`config.mk`:
```
export PLATFORM = sky130hd
export DESIGN_NAME = moore_drv
export DESIGN_NICKNAME = d
export VERILOG_FILES = /design/src/rtl/moore_drv_pkg.sv /design/src/rtl/moore_drv_model.sv /design/src/rtl/moore_drv.sv
export SDC_FILE = /design/constraint.sdc
export NUM_CORES = 1
export LEC_CHECK = 0
export CAP_MARGIN = 20
export CORE_MARGIN = 5
export CORE_UTILIZATION = 49
export CTS_CLUSTER_SIZE = 14
export DETAILED_ROUTE_END_ITERATION = 8
export GPL_ROUTABILITY_DRIVEN = 0
export PLACE_DENSITY = 0.86
export SLEW_MARGIN = 0
export SYNTH_ARGS = -nofsm -noshare
export SYNTH_HDL_FRONTEND = slang
export SYNTH_SLANG_ARGS = --single-unit
```
`constraint.sdc`:
```
create_clock -name clk -period 2 [get_ports clk]
set_input_delay 0.2 -clock clk [delete_from_list [all_inputs] [get_ports clk]]
set_output_delay 0.2 -clock clk [all_outputs]
set_load 0.02 [all_outputs]
```
`src/rtl/moore_drv_pkg.sv`:
```
// Shared definitions for the Moore-machine driver: downstream state
// encodings, control FSM encodings, the per-state output table and the
// helpers that steer the downstream machine toward a target output bit.
package moore_drv_pkg;

  // Downstream Moore machine states
  typedef enum logic [1:0] {
    S0 = 2'b00,
    S1 = 2'b01,
    S2 = 2'b10,
    S3 = 2'b11
  } mstate_t;

  // Driver control FSM states
  typedef enum logic [1:0] {
    IDLE = 2'b00,
    SEND = 2'b01,
    DONE = 2'b10,
    ERR  = 2'b11
  } ctl_t;

  // Output of each downstream state, indexed by state encoding:
  // S0 -> 0, S1 -> 1, S2 -> 0, S3 -> 1
  localparam logic [3:0] QOUT_TBL = 4'b1010;

  // Moore output of a downstream state
  function automatic logic qout_of(input mstate_t s);
    return QOUT_TBL[s];
  endfunction

  // Downstream transition function
  function automatic mstate_t next_state(input mstate_t s, input logic d);
    mstate_t n;
    case (s)
      S0:      n = d ? S1 : S0;
      S1:      n = d ? S2 : S3;
      S2:      n = d ? S0 : S2;
      default: n = d ? S2 : S3;
    endcase
    return n;
  endfunction

  // From S2 the only one-step successors (S0, S2) both output 0, so a
  // target of 1 cannot be produced in the next cycle.
  function automatic logic unreachable(input mstate_t s, input logic t);
    return (s == S2) && t;
  endfunction

  // Drive bit that makes the downstream output equal t one cycle later.
  // From S2 with t=0, din=1 is preferred because it lands in S0, from
  // which both output values stay reachable.
  function automatic logic drive_bit(input mstate_t s, input logic t);
    logic d;
    case (s)
      S0:      d = t;
      S2:      d = 1'b1;
      default: d = ~t;
    endcase
    return d;
  endfunction

endpackage

```
`src/rtl/moore_drv_model.sv`:
```
// Shadow copy of the downstream Moore machine. It advances only when the
// driver presents a meaningful bit, so it stays in lock-step with the real
// machine which is clocked by the same din/dvalid.
module moore_model
  import moore_drv_pkg::*;
(
  input  logic    clk,
  input  logic    rst,
  input  logic    en,
  input  logic    din,
  output mstate_t state,
  output logic    qout
);

  // Shadow state register, steps only on valid drive bits
  always_ff @(posedge clk or posedge rst) begin
    if (rst) begin
      state <= S0;
    end else if (en) begin
      state <= next_state(state, din);
    end
  end

  // Moore output decoded from the current state
  always_comb begin
    qout = qout_of(state);
  end

endmodule

```
`src/rtl/moore_drv.sv`:
```
// Serial driver that steers a downstream Moore machine so that its output
// reproduces a requested bit pattern, MSB first. A shadow model tracks the
// downstream state so each drive bit can be chosen one cycle ahead; target
// bits that the machine cannot produce from its current state abort the
// sequence with an err pulse.
module moore_drv
  import moore_drv_pkg::*;
#(
  parameter int PW = 8,
  parameter int LW = 4
) (
  input  logic          clk,
  input  logic          rst,
  input  logic          start,
  input  logic [PW-1:0] pattern,
  input  logic [LW-1:0] len,
  output logic          ready,
  output logic          din,
  output logic          dvalid,
  output logic          done,
  output logic          err,
  output logic [1:0]    mstate
);

  // Longest usable length expressed one bit wider than len so that the
  // clamp comparison cannot overflow.
  localparam logic [LW:0] PW_LEN = (LW+1)'(PW);

  ctl_t          st;
  ctl_t          st_nx;
  logic [LW-1:0] idx;
  logic [PW-1:0] pat_p0;
  logic [LW-1:0] len_p0;
  logic [LW-1:0] len_clamped;
  logic          accept;
  logic          step;
  logic          tbit;
  mstate_t       shadow;
  logic          unused_qout;

  // Lengths beyond the pattern width use the whole pattern
  always_comb begin
    len_clamped = len;
    if ({1'b0, len} > PW_LEN) begin
      len_clamped = PW_LEN[LW-1:0];
    end
  end

  assign accept = (st == IDLE) && start;
  assign tbit   = pat_p0[PW-1];

  // Next-state and Moore outputs of the control FSM
  always_comb begin
    st_nx  = st;
    ready  = 1'b0;
    din    = 1'b0;
    dvalid = 1'b0;
    done   = 1'b0;
    err    = 1'b0;
    step   = 1'b0;
    case (st)
      IDLE: begin
        ready = 1'b1;
        if (start) begin
          st_nx = (len == '0) ? DONE : SEND;
        end
      end
      SEND: begin
        if (unreachable(shadow, tbit)) begin
          // Hold the shadow state and drop the rest of the pattern
          st_nx = ERR;
        end else begin
          dvalid = 1'b1;
          din    = drive_bit(shadow, tbit);
          step   = 1'b1;
          if (idx == len_p0 - LW'(1)) begin
            st_nx = DONE;
          end
        end
      end
      DONE: begin
        done  = 1'b1;
        st_nx = IDLE;
      end
      default: begin
        err   = 1'b1;
        st_nx = IDLE;
      end
    endcase
  end

  // Control state and bit index
  always_ff @(posedge clk or posedge rst) begin
    if (rst) begin
      st  <= IDLE;
      idx <= '0;
    end else begin
      st <= st_nx;
      if (accept) begin
        idx <= '0;
      end else if (step) begin
        idx <= idx + LW'(1);
      end
    end
  end

  // ---- stage p0: latched pattern shift register and length ----
  // Pattern shifts left so the current target bit is always the MSB
  always_ff @(posedge clk) begin
    if (accept) begin
      pat_p0 <= pattern;
      len_p0 <= len_clamped;
    end else if (step) begin
      pat_p0 <= pat_p0 << 1;
    end
  end

  // Shadow of the downstream machine; its state persists across sequences
  moore_model u_shadow (
    .clk   (clk),
    .rst   (rst),
    .en    (step),
    .din   (din),
    .state (shadow),
    .qout  (unused_qout)
  );

  assign mstate = shadow;

endmodule

```
==> results of run 1 <==
[state kept, by name, summed over array words and instances, names as in the netlist]
name,flops
pat_p0,8
idx,4
len_p0,4
st,2
u_shadow.state,2
[through the flow]
| stage | area, um2 | util | hold slack, ps | worst slack [ps] | instances |
|---|---|---|---|---|---|
| 3_5_place_dp | 1260 | 0.636 | 500 | 285 | 129 |
| 5_1_grt | 1290 | 0.650 | 183 | 116 | 133 |
| 2_1_floorplan | 1030 | - | 15.7 | 366 | 83 |
| 3_3_place_gp | 1260 | 0.636 | 472 | 320 | 129 |
| 4_1_cts | 1280 | 0.648 | 165 | 25.1 | 133 |
| 6_report | 1290 | 0.650 | 151 | 177 | 133 |
[path summary, 6_finish.rpt]
| kind | slack [ps] | depth (start not counted) | end |
|---|---|---|---|
| max | 180 | 2 | done |
| min | 150 | 2 | idx[3] |
| max reg2reg | 350 | 6 | st[1] |
| min reg2reg | 540 | 1 | pat_p0[2] |
| max in group asynchronous | 1600 | 2 | st[1] |
| min in group clk | 540 | 1 | pat_p0[2] |
[report_power, final]
group	internal [uW]	total, uW	switching, uW
Clock	72.8	194	121
Sequential	667	806	139
Combinational	412	827	416
Total	1150	1830	676
[metal layers]
metal / track usage / vias up / wire, um
met4: 0.0610 / 0 / 23
met2: 0.209 / 10 / 956
met1: 0.149 / 311 / 775
met5: 0 / - / 0
met3: 0.0255 / 2 / 55
li1: - / 336 / -
[cell type report]
cell class / count / share of cell area
Tap cell: 27 / 0.0262
Sequential cell: 20 / 0.435
Clock buffer: 3 / 0.0175
Clock inverter: 1 / 0.00292
Multi-Input combinational cell: 58 / 0.345
Timing Repair Buffer: 21 / 0.164
Inverter: 3 / 0.00875
[kinds of logic (layout without fill, tap and decap cells)]
| group | count (synthesis) | in the layout | share of synthesized area |
|---|---|---|---|
| simple gates | 31 | 31 | 0.186 |
| flops | 20 | 20 | 0.544 |
| xor+xnor | 10 | 10 | 0.0849 |
| compound gates | 8 | 8 | 0.0449 |
| mux | 7 | 7 | 0.0910 |
| buf+inv | 5 | 28 | 0.0255 |
| fa+ha+maj | 2 | 2 | 0.0243 |
[placed cells by master (no fill, tap or decap), drive strengths merged]
cell / instances
nor3: 2
and3: 1
dlygate4sd2: 1
dfrtp: 8
nand3: 2
inv: 3
and3b: 1
or2: 1
nand2b: 1
ha: 2
and2b: 1
clkbuf: 3
nand3b: 1
nor4: 1
clkinv: 1
xor2: 4
dlymetal6s2s: 1
o21ai: 3
and2: 2
o31ai: 1
o22a: 1
xnor2: 6
clkdlybuf4s50: 19
nand2: 4
nor3b: 2
nor2b: 4
edfxtp: 12
nor2: 8
a21oi: 3
mux2: 7
[repair_timing]
item	CTS	global route
pin swaps	0	0
endpoints found under the setup margin	1	1
resized for setup	1	1
[worst max-delay path, delay by kind of cell (launching register included)]
| kind | cells | cell delay (ps) |
|---|---|---|
| flops | 1 | 490 |
| simple gates | 1 | 230 |
| buf+inv | 1 | 610 |
==> summary.txt, run 1 <==
Outcome
  – Status: finished, final reports clean

Synth
  – Seq/Total Area, Yosys: 0.544
  – Post-synth top cells: edfxtp_1, dfrtp_1, nor2_1, xnor2_1
  – Synthesized cell area: 0.00103 mm2
  – Synth area leader: edfxtp_1
  – Mapped Cells: 83
  – Most used DFF post-synth: edfxtp_1
  – Unique masters post-synth: 31
  – Most common cell in the synthesized netlist: edfxtp_1
  – Top post-synthesis cells by area: edfxtp_1, dfrtp_1, mux2_4
  – Post-synth EDFFs: 12
  – Ys async rst share: 0.400
  – Synth warn: 0
  – Syn Nets: 100
  – Area share of the largest cell type after synthesis: 0.350
  – Post-synthesis register bit count: 20
  – Post-Syn Area per Cell: 12.4 um2

Final layout
  – FILL cells: 156
  – Nets: 124
  – Layout cells sized above 1: 0.123
  – Multi-input logic area: 444 um2
  – Synthesis-to-finish area growth: 24.9%
  – Inserted Diodes: 0
  – FF/Latch Area: 561 um2

Drt
  – Total wire length: 1810 um
  – Vias per std cell: 4.95
  – Drt pass-1 iters: 4
  – Drt wl/cell: 13.6 um
  – Vias: 659
  – Drt drc: 0
  – ANT nets after route: 0
  – Iteration-0 DRC Markers: 5

Clock network
  – CTS Sinks: 20
  – TritonCTS buffer count: 3
  – CTS clock-pin slew for the worst setup and hold paths: 110 ps
  – Clk Latency, worst-skew pair: 300 ps
  – CTS tree: done
  – Clock Tree Buf Depth: 2
  – H-tree levels: 1
  – Post-CTS setup buffers: 0
  – Cts hold-fix bufs: 0
  – Clock root buffer: clkbuf_4

Timing
  – Slew @ Worst Pin: 388 ps
  – Slew Viols, Final: 0
  – Fin crit period: 1820 ps
  – Final setup viols: 0
  – Max Clock Freq: 0.549 GHz
  – RSZ-0062 raised after global routing: false
  – Relative slew slack: 0.739
  – Hold violation count in the final report: 0
  – Final Skew: 1.80 ps
  – Fin crit share: 0.911
  – Setup TNS: 0 ps

Die
  – Die W: 55.9 um
  – Row count: 16
  – Core area: 0.00198 mm2
  – Starting Density: 0.520
  – Die Ht: 55.9 um
  – Die area: 0.00312 mm2
  – I/O Pins: 22

Power
  – Pwr Density: 1420 mW/mm2
  – Worst VDD drop: 0.923 mV
  – Pleak: 0.000525 uW
  – Total Power: 1830 uW

Setup path
  – Crit start category: register
  – Critical Path End Type: primary output
  – Req. time, crit path: 1800 ps
  – Worst Path Max Fanout: 8
  – CP Launch Point: st[0]
  – Slowest stage delay, CP: 610 ps
  – RR Startpoint: len_p0[0]
  – Critical path class: register to primary output
  – Crit path cell chain: and2b_1 -> clkdlybuf4s50_1
  – CP arrival: 1620 ps
  – Crit-path slowest cell: clkdlybuf4s50_1

Hold path
  – Worst Hold Class: input pin to asynchronous set/reset pin

Global route
  – Residual overflow from global routing: 0
  – Vias in the first global route: 652
  – Total track usage: 0.124
  – First-pass GRT wire length: 3020 um
  – Initial antenna violation count: 0
  – Largest net degree at the start of global routing: 17

Placed design
  – Detailed-placement wirelength estimate: 1380 um
  – Number of I/O port buffers: 21

Job
  – Max Cap Viol: 0
Note: power is estimated with default switching activity, not from simulation.
==> run 2: changes to the inputs <==
Settings changed: CORE_ASPECT_RATIO set to 1.25.
==> summary.txt, run 2 (same netlist as run 1, synthesis figures left out) <==
Drt
  – Total wire length: 1830 um (was 1810 um)
  – Drt wl/cell: 14.4 um (was 13.6 um)
  – Max Used Layer: met4 (unchanged)
  – Drt pass-1 iters: 5 (was 4)
  – ANT nets after route: 0 (unchanged)
  – Vias: 679 (was 659)
  – Iteration-0 DRC Markers: 5 (unchanged)
  – Vias per std cell: 5.35 (was 4.95)
  – Drt drc: 0 (unchanged)
  – Met3 Routed Length: 62 um (was 55 um)
  – Metal2 WL: 960 um (was 956 um)
  – Met1 WL: 782 um (was 775 um)

Final layout
  – Commonest non-fill, non-tap cell in the layout: clkdlybuf4s50_1 (unchanged)
  – Layout cells sized above 1: 0.140 (was 0.123)
  – Synthesis-to-finish area growth: 27.3% (was 24.9%)
  – Multi-input logic area: 444 um2 (unchanged)
  – FILL cells: 157 (was 156)
  – Most frequent cells in the layout: clkdlybuf4s50_1, edfxtp_1, dfrtp_1 (unchanged)
  – Nets: 125 (was 124)
  – Max FFs per register: 8 (unchanged)
  – Biggest regs: pat_p0 x8, idx x4, len_p0 x4 (unchanged)
  – FF/Latch Area: 561 um2 (unchanged)
  – Register name with the most flops: pat_p0 (unchanged)
  – Inserted Diodes: 0 (unchanged)

Clock network
  – Clk Latency, worst-skew pair: 300 ps (about the same)
  – Clock Tree Buf Depth: 2 (unchanged)
  – H-tree levels: 1 (unchanged)
  – Clock root buffer: clkbuf_4 (unchanged)
  – TritonCTS buffer count: 3 (unchanged)
  – CTS Sinks: 20 (unchanged)
  – Cts hold-fix bufs: 0 (unchanged)
  – Post-CTS setup buffers: 0 (unchanged)
  – CTS clock-pin slew for the worst setup and hold paths: 120 ps (was 110 ps)
  – CTS tree: done (unchanged)

Power
  – Pleak: 0.000543 uW (was 0.000525 uW)
  – Total Power: 1990 uW (was 1830 uW)
  – Pwr Density: 1510 mW/mm2 (was 1420 mW/mm2)
  – Worst VDD drop: 0.956 mV (was 0.923 mV)

Hold path
  – Worst Hold Class: input pin to asynchronous set/reset pin (unchanged)

Die
  – Starting Density: 0.514 (was 0.520)
  – Die area: 0.00313 mm2 (was 0.00312 mm2)
  – Die Ht: 61.3 um (was 55.9 um)
  – Core area: 0.00200 mm2 (was 0.00198 mm2)
  – Die W: 51.0 um (was 55.9 um)
  – I/O Pins: 22 (unchanged)
  – Row count: 18 (was 16)

Setup path
  – FF-to-FF setup slack: 340 ps (was 350 ps)
  – CP arrival: 1600 ps (was 1620 ps)
  – Worst Path Max Fanout: 8 (unchanged)
  – Reg2Reg Depth: 6 (unchanged)
  – Critical path class: register to primary output (unchanged)
  – Crit start category: register (unchanged)
  – Req. time, crit path: 1800 ps (about the same)
  – RR Startpoint: len_p0[0] (unchanged)
  – Critical Path End Type: primary output (unchanged)
  – End of the worst register-to-register path: st[1] (unchanged)

Placed design
  – Number of I/O port buffers: 21 (unchanged)
  – Detailed-placement wirelength estimate: 1460 um (was 1380 um)
  – Post-placement worst setup slack: 289 ps (was 285 ps)

Outcome
  – Status: finished, final reports clean (unchanged)

Timing
  – Max Clock Freq: 0.557 GHz (was 0.549 GHz)
  – Final setup viols: 0 (unchanged)
  – Slew @ Worst Pin: 481 ps (was 388 ps)
  – Final Skew: 7.97 ps (was 1.80 ps)
  – Setup TNS: 0 ps (unchanged)
  – Relative slew slack: 0.676 (was 0.739)
  – Fin crit period: 1800 ps (was 1820 ps)
  – RSZ-0062 raised after global routing: false (unchanged)
  – Worst Slack Setup Final: 204 ps (was 177 ps)
  – Fin crit share: 0.898 (was 0.911)
  – Slew Viols, Final: 0 (unchanged)
  – Hold violation count in the final report: 0 (unchanged)

Global route
  – Initial antenna violation count: 0 (unchanged)
  – Residual overflow from global routing: 0 (unchanged)
  – Largest net degree at the start of global routing: 13 (was 17)
  – Vias in the first global route: 721 (was 652)
  – Total track usage: 0.140 (was 0.124)
  – First-pass GRT wire length: 3150 um (was 3020 um)

Job
  – Max Cap Viol: 0 (unchanged)
==> run 2: critical path, cell delays in order (launching register included) <==
cell	delay [ps]
dfrtp_1	480
and2b_1	220
clkdlybuf4s50_1	590
==> run 2: repair_timing <==
| action | CTS | global route |
|---|---|---|
| gates resized for setup | 1 | 1 |
| endpoints found under the setup margin | 1 | 1 |
| pin swaps | 0 | 0 |
==> run 2: layout make-up <==
class,count,share of cell area
flip-flops and latches,20,0.427
well taps,20,0.0191
clock inverters,1,0.0229
inverters,3,0.00858
multi-input cells,58,0.338
repair buffers,22,0.167
clock buffers,3,0.0172
==> run 2: power by group <==
part / switching [uW] / total [uW] / leakage [uW] / internal [uW]
clock network: 129 / 332 / 0.0000279 / 203
logic: 423 / 842 / 0.000297 / 420
registers: 146 / 814 / 0.000218 / 668
==> run 2: metal layers <==
layer | global-route usage | vias to the layer above
li1 | - | 337
met2 | 0.256 | 13
met4 | 0.0577 | 0
met1 | 0.160 | 326
met3 | 0.0291 | 3
met5 | 0 | -
==> run 2: through the flow <==
stage / util / cells / cell area (um2) / hold WS (ps)
final: 0.655 / 127 / 1310 / 126
after global routing: 0.655 / 127 / 1310 / 127
after CTS: 0.654 / 127 / 1310 / 126
after detailed placement: 0.628 / 123 / 1260 / 468
after global placement: 0.628 / 123 / 1260 / 461
after floorplan: - / 83 / 1030 / 15.7
==> run 2: how the worst max path moves through the flow <==
stage	from	slack, ps	endpoint
floorplan	st[0]	370	pat_p0[0]
global placement	len[3]	320	st[0]
detailed placement	pat_p0[7]	290	dvalid
CTS	st[1]	0.6	din
global route	st[1]	130	dvalid
finish	st[0]	200	done
